===== src/rtl/bpi_cmd_pkg.sv =====
// Shared definitions for the BPI flash command sequencer:
// request op codes, CFI command words, FSM states and completion codes.
package bpi_cmd_pkg;

    typedef enum logic [1:0] {
        OP_ERASE   = 2'd0,
        OP_PROGRAM = 2'd1,
        OP_UNLOCK  = 2'd2,
        OP_RSVD    = 2'd3
    } op_e;

    typedef enum logic [1:0] {
        ERR_OK      = 2'd0,
        ERR_DEVICE  = 2'd1,
        ERR_TIMEOUT = 2'd2,
        ERR_BUS     = 2'd3
    } err_e;

    typedef enum logic [2:0] {
        ST_IDLE,
        ST_CMD1,
        ST_CMD2,
        ST_POLL,
        ST_CLRSR,
        ST_RESTORE,
        ST_DONE
    } state_e;

    localparam logic [15:0] CMD_ERASE      = 16'h0020;
    localparam logic [15:0] CMD_PROGRAM    = 16'h0040;
    localparam logic [15:0] CMD_CLR_SR     = 16'h0050;
    localparam logic [15:0] CMD_UNLOCK     = 16'h0060;
    localparam logic [15:0] CMD_READ_SR    = 16'h0070;
    localparam logic [15:0] CMD_CONFIRM    = 16'h00D0;
    localparam logic [15:0] CMD_READ_ARRAY = 16'h00FF;

    // Setup word that opens each two-cycle command sequence.
    function automatic logic [15:0] first_cmd(input logic [1:0] op);
        logic [15:0] cmd;
        case (op)
            OP_ERASE:   cmd = CMD_ERASE;
            OP_PROGRAM: cmd = CMD_PROGRAM;
            OP_UNLOCK:  cmd = CMD_UNLOCK;
            default:    cmd = CMD_READ_SR;
        endcase
        return cmd;
    endfunction

endpackage


===== src/rtl/bpi_axil_single.sv =====
// One AXI-lite write or read per start pulse. Ports: start_i/we_i/addr_i/
// wdata_i request, done_o/err_o/rdata_o result, m_axi_* master channels.
module bpi_axil_single #(
    parameter int AW = 27
) (
    input  logic          clk,
    input  logic          rst_n,
    input  logic          start_i,
    input  logic          we_i,
    input  logic [AW-1:0] addr_i,
    input  logic [15:0]   wdata_i,
    output logic          done_o,
    output logic          err_o,
    output logic [31:0]   rdata_o,
    output logic [AW-1:0] m_axi_awaddr,
    output logic [2:0]    m_axi_awprot,
    output logic          m_axi_awvalid,
    input  logic          m_axi_awready,
    output logic [31:0]   m_axi_wdata,
    output logic [3:0]    m_axi_wstrb,
    output logic          m_axi_wvalid,
    input  logic          m_axi_wready,
    input  logic [1:0]    m_axi_bresp,
    input  logic          m_axi_bvalid,
    output logic          m_axi_bready,
    output logic [AW-1:0] m_axi_araddr,
    output logic [2:0]    m_axi_arprot,
    output logic          m_axi_arvalid,
    input  logic          m_axi_arready,
    input  logic [31:0]   m_axi_rdata,
    input  logic [1:0]    m_axi_rresp,
    input  logic          m_axi_rvalid,
    output logic          m_axi_rready
);

    logic [AW-1:0] addr_q;
    logic [15:0]   data_q;
    logic          awvalid_q, awvalid_d;
    logic          wvalid_q, wvalid_d;
    logic          bready_q, bready_d;
    logic          arvalid_q, arvalid_d;
    logic          rready_q, rready_d;
    logic          b_hs, r_hs;

    assign b_hs = bready_q & m_axi_bvalid;
    assign r_hs = rready_q & m_axi_rvalid;

    always_comb begin
        awvalid_d = (start_i & we_i) | (awvalid_q & ~m_axi_awready);
        wvalid_d  = (start_i & we_i) | (wvalid_q & ~m_axi_wready);
        arvalid_d = (start_i & ~we_i) | (arvalid_q & ~m_axi_arready);
        rready_d  = (rready_q & ~m_axi_rvalid) | (arvalid_q & m_axi_arready);
        // Response phase opens once the last of AW/W has handshaken.
        bready_d  = (bready_q & ~m_axi_bvalid)
                  | ((awvalid_q | wvalid_q) & ~(awvalid_q & ~m_axi_awready)
                     & ~(wvalid_q & ~m_axi_wready));
    end

    always_ff @(posedge clk or negedge rst_n) begin
        if (!rst_n) begin
            addr_q    <= '0;
            data_q    <= '0;
            awvalid_q <= 1'b0;
            wvalid_q  <= 1'b0;
            bready_q  <= 1'b0;
            arvalid_q <= 1'b0;
            rready_q  <= 1'b0;
        end else begin
            if (start_i) begin
                addr_q <= addr_i;
                data_q <= wdata_i;
            end
            awvalid_q <= awvalid_d;
            wvalid_q  <= wvalid_d;
            bready_q  <= bready_d;
            arvalid_q <= arvalid_d;
            rready_q  <= rready_d;
        end
    end

    assign m_axi_awaddr  = addr_q;
    assign m_axi_araddr  = addr_q;
    assign m_axi_awprot  = 3'b000;
    assign m_axi_arprot  = 3'b000;
    assign m_axi_awvalid = awvalid_q;
    assign m_axi_wvalid  = wvalid_q;
    assign m_axi_bready  = bready_q;
    assign m_axi_arvalid = arvalid_q;
    assign m_axi_rready  = rready_q;
    assign m_axi_wdata   = {data_q, data_q};
    assign m_axi_wstrb   = addr_q[1] ? 4'b1100 : 4'b0011;

    assign done_o  = b_hs | r_hs;
    assign err_o   = (b_hs & (m_axi_bresp != 2'b00))
                   | (r_hs & (m_axi_rresp != 2'b00));
    assign rdata_o = m_axi_rdata;

endmodule


===== src/rtl/bpi_cmd_sequencer.sv =====
// Runs CFI erase/program/unlock sequences with status polling and read-array
// restore. Ports: req_* request, done_* completion, m_axi_* AXI-lite master.
module bpi_cmd_sequencer
    import bpi_cmd_pkg::*;
#(
    parameter  int C_AXI_WIDTH  = 32,
    parameter  int C_MEM_SIZE   = 134217728,
    parameter  int C_POLL_LIMIT = 16777215,
    localparam int AW           = $clog2(C_MEM_SIZE)
) (
    input  logic                   clk,
    input  logic                   rst_n,
    input  logic                   req_valid,
    output logic                   req_ready,
    input  logic [1:0]             req_op,
    input  logic [AW-1:0]          req_addr,
    input  logic [15:0]            req_data,
    output logic                   done_valid,
    output logic [7:0]             done_status,
    output logic [1:0]             done_error,
    output logic [AW-1:0]          m_axi_awaddr,
    output logic [2:0]             m_axi_awprot,
    output logic                   m_axi_awvalid,
    input  logic                   m_axi_awready,
    output logic [C_AXI_WIDTH-1:0] m_axi_wdata,
    output logic [3:0]             m_axi_wstrb,
    output logic                   m_axi_wvalid,
    input  logic                   m_axi_wready,
    input  logic [1:0]             m_axi_bresp,
    input  logic                   m_axi_bvalid,
    output logic                   m_axi_bready,
    output logic [AW-1:0]          m_axi_araddr,
    output logic [2:0]             m_axi_arprot,
    output logic                   m_axi_arvalid,
    input  logic                   m_axi_arready,
    input  logic [C_AXI_WIDTH-1:0] m_axi_rdata,
    input  logic [1:0]             m_axi_rresp,
    input  logic                   m_axi_rvalid,
    output logic                   m_axi_rready
);

    localparam int          CW       = $clog2(C_POLL_LIMIT + 1);
    localparam logic [CW-1:0] POLL_MAX = CW'(C_POLL_LIMIT);

    state_e         state_q, state_d;
    logic [1:0]     op_q, op_d;
    logic [AW-1:1]  addr_q, addr_d;
    logic [15:0]    data_q, data_d;
    logic [CW-1:0]  cnt_q, cnt_d, cnt_inc;
    logic           eval_q, eval_d;
    logic [7:0]     sr_q, sr_d;
    logic [7:0]     status_q, status_d;
    err_e           err_q, err_d;

    logic           ax_start, ax_we, ax_done, ax_err;
    logic [AW-1:0]  ax_addr;
    logic [15:0]    ax_wdata;
    logic [31:0]    ax_rdata;
    logic           unused_bits;

    assign unused_bits = ^{req_addr[0], ax_rdata[31:24], ax_rdata[15:8]};
    assign cnt_inc = (cnt_q == POLL_MAX) ? cnt_q : cnt_q + 1'b1;

    always_ff @(posedge clk or negedge rst_n) begin
        if (!rst_n) begin
            state_q  <= ST_IDLE;
            op_q     <= 2'd0;
            addr_q   <= '0;
            data_q   <= '0;
            cnt_q    <= '0;
            eval_q   <= 1'b0;
            sr_q     <= 8'h00;
            status_q <= 8'h00;
            err_q    <= ERR_OK;
        end else begin
            state_q  <= state_d;
            op_q     <= op_d;
            addr_q   <= addr_d;
            data_q   <= data_d;
            cnt_q    <= cnt_d;
            eval_q   <= eval_d;
            sr_q     <= sr_d;
            status_q <= status_d;
            err_q    <= err_d;
        end
    end

    always_comb begin
        state_d  = state_q;
        op_d     = op_q;
        addr_d   = addr_q;
        data_d   = data_q;
        cnt_d    = cnt_q;
        eval_d   = eval_q;
        sr_d     = sr_q;
        status_d = status_q;
        err_d    = err_q;
        ax_start = 1'b0;
        ax_we    = 1'b1;
        ax_addr  = {addr_q, 1'b0};
        ax_wdata = CMD_READ_ARRAY;
        unique case (state_q)
            ST_IDLE: begin
                if (req_valid) begin
                    status_d = 8'h00;
                    if (req_op == OP_RSVD) begin
                        err_d   = ERR_BUS;
                        state_d = ST_DONE;
                    end else begin
                        err_d    = ERR_OK;
                        op_d     = req_op;
                        addr_d   = req_addr[AW-1:1];
                        data_d   = req_data;
                        cnt_d    = '0;
                        eval_d   = 1'b0;
                        ax_start = 1'b1;
                        ax_addr  = {req_addr[AW-1:1], 1'b0};
                        ax_wdata = first_cmd(req_op);
                        state_d  = ST_CMD1;
                    end
                end
            end
            ST_CMD1: begin
                if (ax_done) begin
                    ax_start = 1'b1;
                    ax_wdata = (op_q == OP_PROGRAM) ? data_q : CMD_CONFIRM;
                    state_d  = ST_CMD2;
                end
            end
            ST_CMD2: begin
                if (ax_done) begin
                    ax_start = 1'b1;
                    ax_we    = 1'b0;
                    cnt_d    = cnt_inc;
                    state_d  = ST_POLL;
                end
            end
            ST_POLL: begin
                // Read data is latched first and judged one cycle later.
                if (eval_q) begin
                    eval_d   = 1'b0;
                    ax_start = 1'b1;
                    if (sr_q[7]) begin
                        status_d = sr_q;
                        if (sr_q[5:1] != 5'd0) begin
                            err_d    = ERR_DEVICE;
                            ax_wdata = CMD_CLR_SR;
                            state_d  = ST_CLRSR;
                        end else begin
                            state_d  = ST_RESTORE;
                        end
                    end else if (cnt_q == POLL_MAX) begin
                        status_d = 8'h00;
                        err_d    = ERR_TIMEOUT;
                        state_d  = ST_RESTORE;
                    end else begin
                        ax_we = 1'b0;
                        cnt_d = cnt_inc;
                    end
                end else if (ax_done) begin
                    sr_d   = addr_q[1] ? ax_rdata[23:16] : ax_rdata[7:0];
                    eval_d = 1'b1;
                end
            end
            ST_CLRSR: begin
                if (ax_done) begin
                    ax_start = 1'b1;
                    state_d  = ST_RESTORE;
                end
            end
            ST_RESTORE: begin
                if (ax_done) state_d = ST_DONE;
            end
            ST_DONE: begin
                state_d = ST_IDLE;
            end
            default: begin
                state_d = ST_IDLE;
            end
        endcase
        // A bus error ends the sequence at once with no further traffic.
        if (ax_done && ax_err) begin
            ax_start = 1'b0;
            eval_d   = 1'b0;
            status_d = 8'h00;
            err_d    = ERR_BUS;
            state_d  = ST_DONE;
        end
    end

    always_comb begin
        req_ready   = (state_q == ST_IDLE);
        done_valid  = (state_q == ST_DONE);
        done_status = status_q;
        done_error  = err_q;
    end

    bpi_axil_single #(.AW(AW)) u_axil (
        .clk           (clk),
        .rst_n         (rst_n),
        .start_i       (ax_start),
        .we_i          (ax_we),
        .addr_i        (ax_addr),
        .wdata_i       (ax_wdata),
        .done_o        (ax_done),
        .err_o         (ax_err),
        .rdata_o       (ax_rdata),
        .m_axi_awaddr  (m_axi_awaddr),
        .m_axi_awprot  (m_axi_awprot),
        .m_axi_awvalid (m_axi_awvalid),
        .m_axi_awready (m_axi_awready),
        .m_axi_wdata   (m_axi_wdata),
        .m_axi_wstrb   (m_axi_wstrb),
        .m_axi_wvalid  (m_axi_wvalid),
        .m_axi_wready  (m_axi_wready),
        .m_axi_bresp   (m_axi_bresp),
        .m_axi_bvalid  (m_axi_bvalid),
        .m_axi_bready  (m_axi_bready),
        .m_axi_araddr  (m_axi_araddr),
        .m_axi_arprot  (m_axi_arprot),
        .m_axi_arvalid (m_axi_arvalid),
        .m_axi_arready (m_axi_arready),
        .m_axi_rdata   (m_axi_rdata),
        .m_axi_rresp   (m_axi_rresp),
        .m_axi_rvalid  (m_axi_rvalid),
        .m_axi_rready  (m_axi_rready)
    );

endmodule

===== config.mk =====
export PLATFORM = sky130hd
export DESIGN_NAME = bpi_cmd_sequencer
export DESIGN_NICKNAME = d
export VERILOG_FILES = /design/src/rtl/bpi_cmd_pkg.sv /design/src/rtl/bpi_axil_single.sv /design/src/rtl/bpi_cmd_sequencer.sv
export SDC_FILE = /design/constraint.sdc
export NUM_CORES = 1
export LEC_CHECK = 0
export BUFFER_PORTS_ARGS = -buffer_cell sky130_fd_sc_hd__buf_2
export CAP_MARGIN = 20
export CORE_MARGIN = 2
export CORE_UTILIZATION = 55
export DETAILED_ROUTE_END_ITERATION = 7
export PLACE_DENSITY = 0.86
export REMOVE_ABC_BUFFERS = 1
export SLEW_MARGIN = 25
export SYNTH_ARGS = -nofsm -noshare
export SYNTH_HDL_FRONTEND = slang
export SYNTH_SLANG_ARGS = --single-unit

===== constraint.sdc =====
create_clock -name clk -period 4.2 [get_ports clk]
set_input_delay 0.42 -clock clk [delete_from_list [all_inputs] [get_ports clk]]
set_output_delay 0.42 -clock clk [all_outputs]
set_load 0.1 [all_outputs]

==> metrics.yaml, run 1 <==
setup_path:
  path_class: "flip-flop to flip-flop"
  crit_required_ns: 4.50
  setup.worst_path.start_class: "flip-flop"
  cp_max_fo: 29
  cp.arrival_ns: 3.35
  worstSetupEndpointType: "flip-flop"
drt:
  drt_first_iter_violations: 463
  drt.antenna.violating_nets: 0
  dr.pass1.iters: 7
  wl_um: 15900
  wl_per_cell_um: 16.7
  via_per_inst: 5.65
  vias: 5389
  drc: 0
final_layout:
  antennaDiodeCount: 0
  nets: 887
  layout_common_cells: "buf_2, nand2_1, dfrtp_1"
  final_cells: 953
  drive_above_1_share_pct: 31.2
  area_growth_pct: 18.8
  final_common_cell: "buf_2"
place:
  port_buffers: 176
  dp_hpwl_um: 9950
  gp_congestion: 0.796
  placed_cells_incl_taps: 921
clock_network:
  clock-sinks: 137
  ctsHoldBuffers: 0
  cts_setup_buffers: 0
  cts_buffer_depth: 2
  worstSkewPairLatency_ns: 0.42
  cts_htree_levels: 4
  cts_buffers: 17
  cts_tree: "yes"
  clkTransAtPathRegs_ns: 0.06
  post_cts_resized: 0
  cts-root-buf: "clkbuf_16"
die:
  coreArea_mm2: 0.0115
  die_h_um: 113
  rows: 39
  die_area_mm2: 0.0127
  io_pins: 202
  die_w_um: 113
  initial_core_util_pct: 56.7
run:
  maxCapViolations: 0
global_routing:
  busiest_layer: "met2"
  grt_pass1_vias: 5424
  grt_overflow: 0
  grt_max_degree: 110
  antenna_found_initial: 0
  grtUsageMet3_pct: 6.53
  grtUsageTotal_pct: 25.8
  grt_pass1_wl_um: 26100
  grt_use_met1_pct: 31.6
  use_met2_pct: 44.2
logic_synthesis:
  seq_area_frac_synth_pct: 52.8
  yosys_register_bits: 137
  async_flop_share_pct: 100
  ys_warn_count: 0
  syn_inst: 675
  netlist_area_mm2: 0.00650
  ys.flop_type: "dfrtp_1"
  synth_edf_count: 0
  avgSynthCellArea_um2: 9.63
  yosysUniqueCellTypes: 56
timing:
  fin_skew_ns: 0.0129
  max_freq_ghz: 0.328
  fin_crit_sh_pct: 72.7
  hold_viol: 0
  rsz0062_at_grt: "false"
  slew-limit-headroom_pct: 35.3
  setup_viol: 0
  period_needed_ns: 3.05
  tightest_slew_ns: 0.970
  fin_setup_tns_ns: 0
  drv_slew: 0
status:
  outcome: "finished, final reports clean"
hold_path:
  hold_class: "input port to asynchronous set/reset pin"
[through the flow]
step | utilization (%) | setup WS (ns) | hold WS (ns) | area, um^2
2_1_floorplan | - | -1.11 | 0.124 | 5980
3_3_place_gp | 61.8 | 1.26 | 0.450 | 7090
3_5_place_dp | 61.8 | 1.20 | 0.455 | 7090
4_1_cts | 67.2 | 1.17 | 0.167 | 7710
5_1_grt | 67.3 | 1.00 | 0.169 | 7720
6_report | 67.3 | 1.15 | 0.110 | 7720
[critical path: stages, from the launching register on]
cell      delay [ns]
dfrtp_1         0.58
or4b_4          0.68
nor2_4          0.12
a221oi_1        0.05
buf_4           0.22
nor2_4          0.43
buf_4           0.44
mux2_2          0.40
[worst paths after layout]
path	from	end	slack, ns	cells past startpoint
max in group asynchronous	rst_n	u_axil.data_q[2]	3.19	2
worst min-delay path	rst_n	u_axil.m_axi_araddr[13]	0.11	1
worst min register to register	addr_q[15]	addr_q[15]	0.47	2
worst max register to register	state_q[1]	u_axil.m_axi_araddr[10]	1.15	7
worst max-delay path	state_q[1]	u_axil.m_axi_araddr[10]	1.15	7
min in group clk	req_data[12]	data_q[12]	0.19	3
[cell type report]
type | count | area, um^2
clock buffer | 18 | 439
clock inverter | 14 | 180
fill | 804 | 3750
inverter | 10 | 37.5
multi-input combinational | 451 | 2530
sequential | 137 | 3430
tap | 143 | 179
timing repair buffer | 180 | 920
[state kept, by name (all words and copies together) (netlist names), 2 cells and up]
register / count
done_status: 8
addr_q: 26
u_axil.data_q: 16
done_error: 2
data_q: 16
cnt_q: 24
u_axil.m_axi_araddr: 26
op_q: 2
state_q: 3
sr_q: 8
[synth_stat cells, drive strengths merged, types with 3 or more instances]
| library cell | count | area, um^2 |
|---|---|---|
| o21ai | 27 | 135 |
| or3 | 11 | 68.8 |
| a31oi | 4 | 25.0 |
| nand2b | 9 | 56.3 |
| o22ai | 5 | 37.5 |
| and3 | 5 | 31.3 |
| nand3 | 23 | 120 |
| nor3 | 8 | 40.0 |
| nand2 | 165 | 619 |
| a22o | 8 | 70.1 |
| a21oi | 29 | 145 |
| and4 | 7 | 61.3 |
| clkbuf | 17 | 63.8 |
| dfrtp | 137 | 3430 |
| mux2 | 27 | 304 |
| buf | 67 | 482 |
| mux2i | 9 | 90.1 |
| xor2 | 4 | 35.0 |
| xnor2 | 6 | 52.6 |
| inv | 9 | 33.8 |
| nand4 | 7 | 43.8 |
| nor2 | 47 | 184 |
| o31ai | 3 | 22.5 |
| and2 | 5 | 31.3 |
[per-layer routing]
layer	vias to the layer above	wire length (um)	share of wire, %
li1	2483	-	-
met1	2624	6100	38
met2	243	8300	52
met3	39	1100	6.9
met4	0	386	2.4
met5	-	0	0
[cell families after synthesis]
group	after synthesis	synth area share [%]
other cells	1	0.0577
xor+xnor	10	1.35
fa+ha+maj	1	0.193
simple gates	299	21.1
buf+inv	94	8.97
mux	36	6.07
flops	137	52.8
compound gates	97	9.53
Power of run 1 is not shown: default switching activity piles up to over one toggle a cycle in this logic, so the estimate is an artifact.
==> inputs of run 2 (changes only) <==
--- a/config.mk
+++ b/config.mk
@@ -5,12 +5,13 @@
 export SDC_FILE = /design/constraint.sdc
 export NUM_CORES = 1
 export LEC_CHECK = 0
+export ABC_AREA = 1
 export BUFFER_PORTS_ARGS = -buffer_cell sky130_fd_sc_hd__buf_2
 export CAP_MARGIN = 20
 export CORE_MARGIN = 2
-export CORE_UTILIZATION = 55
+export CORE_UTILIZATION = 47
 export DETAILED_ROUTE_END_ITERATION = 7
-export PLACE_DENSITY = 0.86
+export PLACE_DENSITY = 0.77
 export REMOVE_ABC_BUFFERS = 1
 export SLEW_MARGIN = 25
 export SYNTH_ARGS = -nofsm -noshare
==> constraint.sdc (replaced) <==
create_clock -name clk -period 2.7 [get_ports clk]
set_input_delay 0.27 -clock clk [delete_from_list [all_inputs] [get_ports clk]]
set_output_delay 0.27 -clock clk [all_outputs]
set_load 0.1 [all_outputs]
==> run 2 against run 1 <==
Fmax grew 34%. Final area grew 6.4%. Clock skew shrank 0.0041 ns. Utilization shrank 11 points. Wire length grew 1.8%. Area after synthesis grew 7.5%. Sequential share of layout area shrank 2.7 points. Critical path type unchanged. Largest cell class unchanged.
==> metrics.yaml, run 2 <==
status:
  outcome: "finished, final reports clean"  # unchanged
setup_path:
  cp_max_fo: 15  # was 29
  path_class: "flip-flop to flip-flop"  # unchanged
  crit_required_ns: 3.00  # was 4.50 ns
  setup.worst_path.start_class: "flip-flop"  # unchanged
  cp.arrival_ns: 2.59  # was 3.35 ns
  worstSetupEndpointType: "flip-flop"  # unchanged
logic_synthesis:
  seq_area_frac_synth_pct: 49.1  # was 52.8%
  synth_most_common_cell: "nand2_1"  # unchanged
  ys_warn_count: 0  # unchanged
  syn_inst: 846  # was 675
  async_flop_share_pct: 100  # unchanged
  yosysUniqueCellTypes: 39  # was 56
  synth_top_cell_area_share_pct: 49.1  # was 52.8%
  synth_commonest_cells: "nand2_1, dfrtp_1, nor2_1"  # was nand2_1, dfrtp_1, buf_4
  avgSynthCellArea_um2: 8.26  # was 9.63 um^2
  synth_top_area_cell: "dfrtp_1"  # unchanged
  netlist_area_mm2: 0.00699  # was 0.00650 mm^2
  ys.flop_type: "dfrtp_1"  # unchanged
  synth_edf_count: 0  # unchanged
  synth_area_leaders: "dfrtp_1, nand2_1, buf_4"  # unchanged
  yosys_register_bits: 137  # unchanged
place:
  port_buffers: 176  # unchanged
  dp_hpwl_um: 11500  # was 9950 um
  gp_congestion: 0.932  # was 0.796
  dp_slack_ns: 0.407  # was 1.20 ns
  place_area_mm2: 0.00764  # was 0.00709 mm^2
timing:
  fin_skew_ns: 0.00872  # was 0.0129 ns
  max_freq_ghz: 0.438  # was 0.328 GHz
  fin_crit_sh_pct: 84.6  # was 72.7%
  slew-limit-headroom_pct: 59.8  # was 35.3%
  drv_slew: 0  # unchanged
  rsz0062_at_grt: "false"  # unchanged
  hold_viol: 0  # unchanged
  tightest_slew_ns: 0.602  # was 0.970 ns
  setup_viol: 0  # unchanged
  fin_setup_tns_ns: 0  # unchanged
  period_needed_ns: 2.29  # was 3.05 ns
  fin_ws_ns: 0.415  # was 1.15 ns
clock_network:
  worstSkewPairLatency_ns: 0.42  # about the same
  clock-sinks: 137  # unchanged
  cts_setup_buffers: 0  # unchanged
  clkTransAtPathRegs_ns: 0.06  # about the same
  cts_tree: "yes"  # unchanged
  cts_htree_levels: 4  # unchanged
  cts_buffers: 17  # unchanged
  cts_buffer_depth: 2  # unchanged
  cts-root-buf: "clkbuf_16"  # unchanged
  post_cts_resized: 0  # unchanged
final_layout:
  final_common_cell: "nand2_1"  # was buf_2
  finish.instance_area_mm2: 0.00821  # was 0.00772 mm^2
  drive_above_1_share_pct: 27.2  # was 31.2%
  final_core_util_pct: 56.5  # was 67.3%
  layout_common_cells: "nand2_1, buf_2, dfrtp_1"  # was buf_2, nand2_1, dfrtp_1
  area_growth_pct: 17.6  # was 18.8%
  antennaDiodeCount: 0  # unchanged
  nets: 1066  # was 887
drt:
  vias: 5877  # was 5389
  drt_first_iter_violations: 370  # was 463
  dr.pass1.iters: 5  # was 7
  wl_um: 16200  # was 15900 um
  drt.antenna.violating_nets: 0  # unchanged
  drc: 0  # unchanged
  via_per_inst: 5.01  # was 5.65
  wl_per_cell_um: 13.8  # was 16.7 um
global_routing:
  grt_max_degree: 81  # was 110
  grtUsageTotal_pct: 20.9  # was 25.8%
  antenna_found_initial: 0  # unchanged
  grt_pass1_wl_um: 27000  # was 26100 um
  grt_pass1_vias: 5658  # was 5424
  grt_overflow: 0  # unchanged
die:
  die_h_um: 126  # was 113 um
  io_pins: 202  # unchanged
  rows: 44  # was 39
  coreArea_mm2: 0.0145  # was 0.0115 mm^2
  die_w_um: 126  # was 113 um
  initial_core_util_pct: 48.1  # was 56.7%
  die_area_mm2: 0.0159  # was 0.0127 mm^2
hold_path:
  hold_class: "input port to flip-flop"  # was input port to asynchronous set/reset pin
run:
  maxCapViolations: 0  # unchanged
[run 2: changes by cell type in the layout (fill, tap and decap cells not counted), sizes merged, moves of 9 or more]
| cell | before | now |
|---|---|---|
| a21oi | 29 | 10 |
| inv | 17 | 68 |
| mux2i | 9 | 0 |
| nand2 | 165 | 294 |
| nand2b | 9 | 0 |
| nand3 | 23 | 46 |
| nor2 | 47 | 64 |
| o21ai | 27 | 60 |
| or3 | 11 | 0 |
[run 2: worst max-delay path, cell delays in order, from the launching register on]
cell and delay, ns:
dfrtp_1 0.40, ha_1 0.26, nand2_1 0.14, nor2_4 0.17
nand2_1 0.12, nor2_2 0.19, nand2_1 0.09, nand2_1 0.08
nand2_1 0.07, nand2_2 0.22, nand2_1 0.23, nand2_1 0.12
nand2_1 0.05
[run 2: what timing repair did]
action                     4_1_cts  5_1_grt
hold endpoints to repair        57        0
hold buffers                     1        0
setup endpoints to repair        0        0
[run 2: worst paths after layout]
path                           startpoint             endpoint  slack, ns  depth (start not counted)
max reg2reg                      cnt_q[0]       done_status[6]       0.41                         12
min reg2reg                done_status[2]       done_status[2]       0.47                          2
max in group asynchronous           rst_n            cnt_q[21]       1.51                          3
max                              cnt_q[0]       done_status[6]       0.41                         12
min                          m_axi_bvalid  u_axil.m_axi_bready       0.04                          2
min in group asynchronous           rst_n       done_status[5]       0.38                          2
[run 2: layout make-up]
| cell class | count | area (um^2) |
|---|---|---|
| clock inverter | 12 | 118 |
| multi-input combinational | 571 | 2770 |
| timing repair buffer | 184 | 975 |
| tap | 184 | 230 |
| sequential | 137 | 3430 |
| fill | 1321 | 6320 |
| clock buffer | 19 | 443 |
| inverter | 65 | 246 |
[run 2: kinds of logic (layout without fill, tap and decap cells)]
family / count (synthesis) / count (layout) / share of synthesized area (%)
and+or+nand+nor: 435 / 435 / 25.9
other: 1 / 8 / 0.0537
adders and majority gates: 1 / 1 / 0.179
AOI/OAI and AO/OA: 84 / 84 / 6.50
DFF: 137 / 137 / 49.1
muxes: 35 / 35 / 5.64
xor gates and xnor gates: 8 / 8 / 1.00
buffers and inverters: 145 / 280 / 11.6
[run 2: per-layer routing]
layer  part of all wire, %  global-route usage [%]  wire length [um]  up-vias
met4                   2.9                    8.34               467        0
met3                   5.5                    5.44               892       44
li1                      -                       -                 -     2900
met1                    42                    26.1              6850     2759
met5                     0                       0                 0        -
met2                    49                    34.9              7970      174
[run 2: through the flow]
stage                     std cells  hold WS [ns]
after detailed placement       1140         0.260
after global placement         1140         0.262
after CTS                      1172        0.0298
after floorplan                 773       -0.0256
final                          1172        0.0371
after global routing           1172        0.0435
Power of run 2 is left out for the same reason.
==> inputs of run 3 (changes only) <==
==> constraint.sdc (replaced) <==
create_clock -name clk -period 1.9 [get_ports clk]
set_input_delay 0.19 -clock clk [delete_from_list [all_inputs] [get_ports clk]]
set_output_delay 0.19 -clock clk [all_outputs]
set_load 0.1 [all_outputs]
==> run 3 against run 2 <==
Count of clock-buffer cells in the layout decreased by 2. Global-route usage increased by 1.9 points. Cell count increased by 4.5%. Die area unchanged. Setup slack got worse by 0.33 ns. Wire length increased by 8.1%. Critical path type is now flip-flop to primary output. Critical endpoint is now done_valid.
==> metrics.yaml, run 3 (synthesized netlist as in run 2, its figures left out) <==
status:
  outcome: "finished, final reports clean"  # unchanged
global_routing:
  grtUsageTotal_pct: 22.8  # was 20.9%
  grt_overflow: 0  # unchanged
  grt_pass1_vias: 6000  # was 5658
  antenna_found_initial: 0  # unchanged
  grt_max_degree: 55  # was 81
  grt_pass1_wl_um: 29100  # was 27000 um
timing:
  rsz0062_at_grt: "false"  # unchanged
  fin_skew_ns: 0.00549  # was 0.00872 ns
  drv_slew: 0  # unchanged
  hold_viol: 0  # unchanged
  slew-limit-headroom_pct: 65.8  # was 59.8%
  fin_setup_tns_ns: 0  # unchanged
  fin_crit_sh_pct: 95.4
  holdWs_ns: 0.0177  # was 0.0371 ns
  tightest_slew_ns: 0.517  # was 0.602 ns
  setup_viol: 0  # unchanged
  period_needed_ns: 1.81
  max_freq_ghz: 0.552
die:
  die_area_mm2: 0.0159  # unchanged
  die_h_um: 126  # unchanged
  initial_core_util_pct: 48.1  # unchanged
  die_w_um: 126  # unchanged
  coreArea_mm2: 0.0145  # unchanged
  rows: 44  # unchanged
  io_pins: 202  # unchanged
drt:
  wl_per_cell_um: 14.3  # was 13.8 um
  drt_first_iter_violations: 394  # was 370
  drc: 0  # unchanged
  vias: 6093  # was 5877
  wl_um: 17500  # was 16200 um
  via_per_inst: 4.97  # was 5.01
  drt.antenna.violating_nets: 0  # unchanged
  dr.pass1.iters: 4  # was 5
setup_path:
  cp_max_fo: 6  # was 15
  cp.arrival_ns: 1.62  # was 2.59 ns
  ff2ff_setup_slack_ns: 0.11  # was 0.41 ns
  r2r_start: "state_q[2]"  # was cnt_q[0]
  reg2reg_depth: 9  # was 12
  crit_path_max_incr_delay_ns: 0.47  # was 0.40 ns
  path_class: "flip-flop to primary output"  # was flip-flop to flip-flop
  crit_required_ns: 1.71  # was 3.00 ns
  r2r_end: "u_axil.m_axi_araddr[6]"  # was done_status[6]
  crit_slowest_cell: "dfrtp_2"  # was dfrtp_1
  setup.worst_path.start_class: "flip-flop"  # unchanged
  crit_chain: "inv_2, nand2_1, nor2_1, buf_2"  # was ha_1, nand2_1, nor2_4, nand2_1, nor2_2, nand2_1, nand2_1, nand2_1, nand2_2, nand2_1, nand2_1, nand2_1
  worstSetupEndpointType: "primary output"  # was flip-flop
final_layout:
  multi_input_area_mm2: 0.00280  # was 0.00277 mm^2
  fillCellCount: 1236  # was 1321
  seq_area_mm2: 0.00343  # about the same
  area_growth_pct: 25.7  # was 17.6%
  nets: 1118  # was 1066
  drive_above_1_share_pct: 29.2  # was 27.2%
  layout_common_cells: "nand2_1, buf_2, dfrtp_1"  # unchanged
  antennaDiodeCount: 0  # unchanged
  final_cells: 1225  # was 1172
  final_common_cell: "nand2_1"  # unchanged
clock_network:
  cts_tree: "yes"  # unchanged
  cts-root-buf: "clkbuf_16"  # unchanged
  clock-sinks: 137  # unchanged
  worstSkewPairLatency_ns: 0.42  # about the same
  cts_buffer_depth: 2  # unchanged
  cts_buffers: 17  # unchanged
  clkTransAtPathRegs_ns: 0.06  # about the same
  cts_htree_levels: 4  # unchanged
hold_path:
  hold_class: "input port to flip-flop"  # unchanged
  hold_start: "req_addr[13]"  # was m_axi_bvalid
  holdPathStages: 2  # unchanged
  hold_end: "addr_q[13]"  # was u_axil.m_axi_bready
place:
  placed_cells_incl_taps: 1167  # was 1140
  dp_hpwl_um: 12100  # was 11500 um
  port_buffers: 176  # unchanged
  gp_congestion: 0.888  # was 0.932
run:
  maxCapViolations: 0  # unchanged
==> run 3: cell types whose count changed in the layout (fill, tap and decap cells not counted), moves of 2 or more <==
cell           delta
nand2_1           -2
nand2_4           +2
inv_6             +3
clkinv_4          -2
buf_6             +2
nor2_1            -2
buf_4            +23
clkinvlp_4        -2
buf_12            +3
inv_8             +4
dlygate4sd3_1    +24
==> run 3: area by class of cell <==
class | instances | area share (%)
Sequential cell | 137 | 39.0
Multi-Input combinational cell | 571 | 31.9
Timing Repair Buffer | 236 | 16.8
Clock buffer | 17 | 4.84
Inverter | 65 | 2.86
Tap cell | 184 | 2.62
Clock inverter | 15 | 1.99
==> run 3: repair_timing <==
action,4_1_cts,5_1_grt
setup endpoints to repair,0,46
setup buffers,0,1
endpoints found under the hold margin,55,0
hold buffers,25,0
resized for setup,0,13
==> run 3: worst max path at each step <==
stage / startpoint / endpoint / slack (ns) / depth (start not counted)
finish: state_q[0] / done_valid / 0.09 / 4
global placement: cnt_q[1] / done_status[7] / 0.1 / 12
detailed placement: cnt_q[1] / done_status[0] / 0.02 / 12
floorplan: u_axil.m_axi_araddr[1] / u_axil.m_axi_araddr[1] / -3.41 / 2
global route: state_q[2] / sr_q[5] / 0.0007 / 9
CTS: cnt_q[1] / done_status[0] / 0.004 / 12
==> run 3: metal layers <==
layer  part of all wire (%)  global-route usage (%)
met2                     52                    40.3
met3                    4.8                    5.82
met4                    2.3                    6.66
met1                     41                    27.5
met5                      0                       0
==> run 3: worst max-delay path: cells and delay by family (launching register included) <==
kind,cells,cell delay (ns)
buffers and inverters,2,0.55
DFF,1,0.47
and+or+nand+nor,2,0.18
==> run 3: through the flow <==
step                      setup slack (ns)  cell area, um^2  util [%]
after floorplan                      -3.41             6450         -
after global placement              0.0965             7880      54.2
after detailed placement            0.0193             7880      54.2
after CTS                          0.00351             8730      60.1
after global routing              0.000656             8780      60.4
final                               0.0870             8780      60.4
Power of run 3 is left out for the same reason.
